$ cat config.mk
export PLATFORM = sky130hd
export DESIGN_NAME = mux4_bus_arbiter
export DESIGN_NICKNAME = d
export VERILOG_FILES = /design/src/rtl/mux4_bus_arbiter.sv
export SDC_FILE = /design/constraint.sdc
export NUM_CORES = 1
export LEC_CHECK = 0
export CORE_ASPECT_RATIO = 0.7
export CORE_UTILIZATION = 38
export CTS_BUF_LIST = sky130_fd_sc_hd__clkbuf_4 sky130_fd_sc_hd__clkbuf_8
export CTS_CLUSTER_DIAMETER = 120
export CTS_CLUSTER_SIZE = 20
export DETAILED_ROUTE_END_ITERATION = 10
export HOLD_SLACK_MARGIN = 0.08
export PLACE_DENSITY = 0.83
export SYNTH_ARGS = -nofsm -noshare
export SYNTH_HDL_FRONTEND = slang
export SYNTH_SLANG_ARGS = --single-unit
export TNS_END_PERCENT = 50
$ cat constraint.sdc
create_clock -name clk -period 2.2 [get_ports clk]
set_input_delay 0.55 -clock clk [delete_from_list [all_inputs] [get_ports clk]]
set_output_delay 0.55 -clock clk [all_outputs]
set_load 0.02 [all_outputs]
$ cat src/rtl/mux4_bus_arbiter.sv
// Round-robin arbiter/sequencer for the shared 4:1 word mux feeding the write bus.
// Latency: grant one cycle after a request seen in IDLE; dout/dout_valid registered one cycle after each beat.
// Backpressure: ready=0 stalls the granted requester in place; the grant is held with no timeout.
//
// Ports:
//   clk, rst_n          rising-edge clock, synchronous active-low reset
//   req[3:0]            per-requester request, held while din<i> carries data
//   din0..din3          requester data words
//   ready               downstream accepts a beat this cycle
//   gnt[3:0], sel[1:0]  registered one-hot grant and matching mux select
//   dout, dout_valid    registered transferred word and its valid pulse
//   busy                high while a grant is active
module mux4_bus_arbiter #(
   parameter int WIDTH     = 32,
   parameter int MAX_BURST = 4
) (
   input  logic             clk,
   input  logic             rst_n,
   input  logic [3:0]       req,
   input  logic [WIDTH-1:0] din0,
   input  logic [WIDTH-1:0] din1,
   input  logic [WIDTH-1:0] din2,
   input  logic [WIDTH-1:0] din3,
   input  logic             ready,
   output logic [3:0]       gnt,
   output logic [1:0]       sel,
   output logic [WIDTH-1:0] dout,
   output logic             dout_valid,
   output logic             busy
);

   typedef enum logic {IDLE, GRANT} state_t;

   localparam logic [3:0] MAX_B = 4'(MAX_BURST);

   state_t           state_q, state_d;
   logic [3:0]       gnt_q, gnt_d;
   logic [1:0]       sel_q, sel_d;
   logic [1:0]       last_q, last_d;
   logic [3:0]       cnt_q, cnt_d;
   logic [WIDTH-1:0] dout_q, dout_d;
   logic             dv_q, dv_d;

   logic [WIDTH-1:0] mux_dat;
   logic             pick_vld;
   logic [1:0]       pick_idx;
   logic [1:0]       cand;
   logic [3:0]       cnt_inc;
   logic             beat;

   // Shared datapath mux, steered by the registered select.
   always_comb begin
      case (sel_q)
         2'd0:    mux_dat = din0;
         2'd1:    mux_dat = din1;
         2'd2:    mux_dat = din2;
         default: mux_dat = din3;
      endcase
   end

   // Round-robin search starting just after the last grant; k=4 wraps back to
   // last itself, so the most recently served requester is checked last.
   always_comb begin
      pick_vld = 1'b0;
      pick_idx = last_q;
      cand     = last_q;
      for (int k = 1; k <= 4; k++) begin
         cand = last_q + 2'(k);
         if (!pick_vld && req[cand]) begin
            pick_vld = 1'b1;
            pick_idx = cand;
         end
      end
   end

   assign beat    = req[sel_q] && ready;
   assign cnt_inc = cnt_q + 4'd1;

   always_comb begin
      state_d = state_q;
      gnt_d   = gnt_q;
      sel_d   = sel_q;
      last_d  = last_q;
      cnt_d   = cnt_q;
      dout_d  = dout_q;
      dv_d    = 1'b0;
      case (state_q)
         IDLE: begin
            gnt_d = 4'b0000;
            if (pick_vld) begin
               gnt_d   = 4'b0001 << pick_idx;
               sel_d   = pick_idx;
               last_d  = pick_idx;
               cnt_d   = 4'd0;
               state_d = GRANT;
            end
         end
         GRANT: begin
            if (beat) begin
               dout_d = mux_dat;
               dv_d   = 1'b1;
               cnt_d  = cnt_inc;
               // The final beat of a burst still transfers; release happens on the same edge.
               if (cnt_inc == MAX_B) begin
                  gnt_d   = 4'b0000;
                  state_d = IDLE;
               end
            end else if (!req[sel_q]) begin
               gnt_d   = 4'b0000;
               state_d = IDLE;
            end
         end
         default: begin
            gnt_d   = 4'b0000;
            state_d = IDLE;
         end
      endcase
   end

   always_ff @(posedge clk) begin
      if (!rst_n) begin
         state_q <= IDLE;
         gnt_q   <= 4'b0000;
         sel_q   <= 2'd0;
         last_q  <= 2'd3;
         cnt_q   <= 4'd0;
         dout_q  <= '0;
         dv_q    <= 1'b0;
      end else begin
         state_q <= state_d;
         gnt_q   <= gnt_d;
         sel_q   <= sel_d;
         last_q  <= last_d;
         cnt_q   <= cnt_d;
         dout_q  <= dout_d;
         dv_q    <= dv_d;
      end
   end

   assign gnt        = gnt_q;
   assign sel        = sel_q;
   assign dout       = dout_q;
   assign dout_valid = dv_q;
   assign busy       = (state_q == GRANT);

endmodule

==> impl_metrics.ini, run 1 <==
[layout]
area_delta_synth_final_pct = 73.0
nFillCells = 520
layout.nets = 543
utilization_pct = 68.7
n_antenna_cell = 0
seqCellArea_sq_um = 923
multiInputGateArea_sq_mm = 0.00166
drive_above_1_share_pct = 15.2
design_area_sq_mm = 0.00471

[power]
p_seq_share_pct = 38.8
power_frac_clock_pct = 22.7
cellPowerDensity_mw_per_mm2 = 508
p_leak_nw = 1.62
p_int_mw = 1.74
pwr-share-comb_pct = 38.6
switching_share_pct = 27.5
ir_drop_mv = 0.259
power_switching_mw = 0.658

[cts]
htreeDepth = 2
clk_latency_ns = 0.29
cts_setup_buffers = 0
cts_tree = built
clk_path_buf_depth = 2
cts_hold_buf = 0
cts_buffers = 5
clkTransAtPathRegs_ns = 0.09
cts_root_buf = clkbuf_8
cts.repair.resized = 0
clock_sinks = 46

[drt]
drt_iter0_drc = 51
wl_mm = 7.72
vias_per_cell = 4.94
firstDrtPassIters = 4
routedWlPerCell_um = 15.4
final_antenna_net_count = 0
vias = 2476
drc_errors = 0

[synthesis]
synthesis.area_sq_mm = 0.00272
synth_fa_ha_area_share_pct = 0.919
synth-seq-cells = 46
synth.area.mux_share_pct = 39.3
synth_compound_area_share_pct = 6.11
synth-xor-area-share_pct = 0.322
yosys_warnings = 0
yosysTopAreaCellShare_pct = 33.8
synth_top_family_by_area = multiplexers
synth_ff_type = dfxtp_1
yosys.area_share.simple_pct = 14.0
syn_area_per_cell_sq_um = 12.1
async_reset_ff_share_pct = 0
yosysSeqAreaShare_pct = 33.8
synth_edf_count = 0
syn_inst = 225
ys_top_cells_by_area = dfxtp_1, mux4_2, mux2i_1
syn-num-nets = 362
synth_cell_types = 37
synth_area_leader_cell = dfxtp_1

[worst_setup_path]
r2r_slack_ns = 0.46
worstRegToRegCells = 6
worstSetupEndpointType = flip-flop
cp-startpoint = req[3]
startpoint_type = input port
worstPathArrival_ns = 2.16
critical_path_class = in -> reg
worstPathMaxFanout = 22
r2r-end = cnt_q[2]
required_ns = 2.43
r2r-start = sel[0]

[timing]
period_share_pct = 87.6
tns_ns = 0
maxSlewViolCount = 0
fin_crit_ns = 1.93
setup_viol = 0
hold-worst-slack_ns = 0.471
grt_setup_unrepaired = false
layout_setup_ws_ns = 0.272
slew_headroom_pct = 69.9
hold_viol = 0
tightest_slew_ns = 0.450
skew_ns = 0.00703
max_freq_mhz = 519

[die]
start_util_pct = 39.7
ios = 175
core_area_sq_mm = 0.00685
num_rows = 25
die-area_sq_mm = 0.00751
die_h_um = 72.8
fp.dieW_um = 103

[flow_run]
cap_violations = 0

[worst_hold_path]
whs_path_depth = 1
hp-class = reg -> reg
hold_end = gnt[0]
hp-start = gnt[0]

[placed_design]
gp_congestion = 0.770
pre_cts_ws_ns = -0.0625
dp_hpwl_mm = 6.29
postPlaceCellArea_sq_mm = 0.00461
io_buffers = 174

[global_route]
grt_usage_pct = 20.7
antenna_found_initial = 0
grt_max_degree = 23
grt_pass1_vias = 2517
overflow = 0
grt_pass1_wl_mm = 11.7

[status]
outcome = complete, no violations
routing by layer:
metal  track usage [%]  part of all wire [%]  vias to the layer above
met2              38.7                    53                       95
met5                 0                     0                        -
li1                  -                     -                     1208
met4              5.32                  0.70                        0
met3              5.08                   6.2                        5
met1              23.6                    40                     1168
synthesized netlist by cell type, types with 2 or more instances:
library cell,number
a21o_1,2
a32o_1,4
buf_12,3
buf_2,5
buf_4,3
clkbuf_1,6
dfxtp_1,46
ha_1,2
inv_1,2
mux2i_1,35
mux4_2,32
nand2_1,8
nand2b_1,3
nand3_1,3
nand3b_1,2
nor2_1,7
nor2b_1,35
nor3_1,2
o21ai_0,4
o21ai_1,4
layout by cell type (no fill, tap or decap), drive strengths merged, types with 2 or more instances in the layout:
cell type and instances:
mux2i 35, or2 2, mux4 32, nand2 8
nor2b 35, nor3 2, clkbuf 7, nand2b 3
dfxtp 46, nand3b 2, a32o 4, ha 2
nor2 7, o21ai 8, nand3 3, clkdlybuf4s50 174
a21o 2, buf 18, inv 2
registers in the layout, indices dropped and copies added, names as in the netlist:
register,count
busy,1
cnt_q,4
dout,32
dout_valid,1
gnt,4
last_q,2
sel,2
final cells by class:
| class | instances | area share (%) |
|---|---|---|
| clock buffers | 7 | 1.91 |
| clock inverters | 1 | 0.106 |
| inverters | 2 | 0.159 |
| multi-input cells | 159 | 35.3 |
| flip-flops and latches | 46 | 19.6 |
| well taps | 94 | 2.50 |
| repair buffers | 192 | 40.4 |
critical path, cell delays in order:
cell and delay [ns]:
clkdlybuf4s50_1 0.47, mux2i_1 0.33, o32ai_4 0.18, buf_12 0.20, or2_1 0.28, o21ai_1 0.15
worst max path at each step:
stage / slack (ns) / to / depth (start not counted)
2_1_floorplan: 0.40 / dout[0] / 5
3_3_place_gp: 0.01 / gnt[0] / 5
3_5_place_dp: -0.06 / cnt_q[2] / 6
4_1_cts: 0.26 / busy / 1
5_1_grt: 0.18 / dout[21] / 6
6_report: 0.27 / cnt_q[2] / 6
power groups by stage:
stage	combinational (mW)	sequential, mW	clock [mW]
floorplan	0.450	0.992	0
global placement	0.912	0.946	0
detailed placement	0.931	0.947	0
CTS	0.933	0.928	0.561
global route	0.987	0.936	0.596
finish	0.923	0.928	0.542
logic make-up after synthesis:
| kind of cell | after synthesis |
|---|---|
| AOI/OAI and AO/OA | 22 |
| xor gates and xnor gates | 1 |
| adders and majority gates | 2 |
| buffers and inverters | 20 |
| DFF | 46 |
| muxes | 67 |
| and+or+nand+nor | 67 |
metrics by stage:
| step | power (mW) | instances |
|---|---|---|
| 2_1_floorplan | 1.44 | 225 |
| 3_3_place_gp | 1.86 | 493 |
| 3_5_place_dp | 1.88 | 493 |
| 4_1_cts | 2.42 | 501 |
| 5_1_grt | 2.52 | 501 |
| 6_report | 2.39 | 501 |
No activity file was read; power rests on OpenSTA's default activity.
==> run 2: changes to the inputs <==
SETUP_SLACK_MARGIN = 0.02   (was unset)
==> results of run 2 <==
Same layout as run 1: the final DEF is identical, and so are final timing and power.
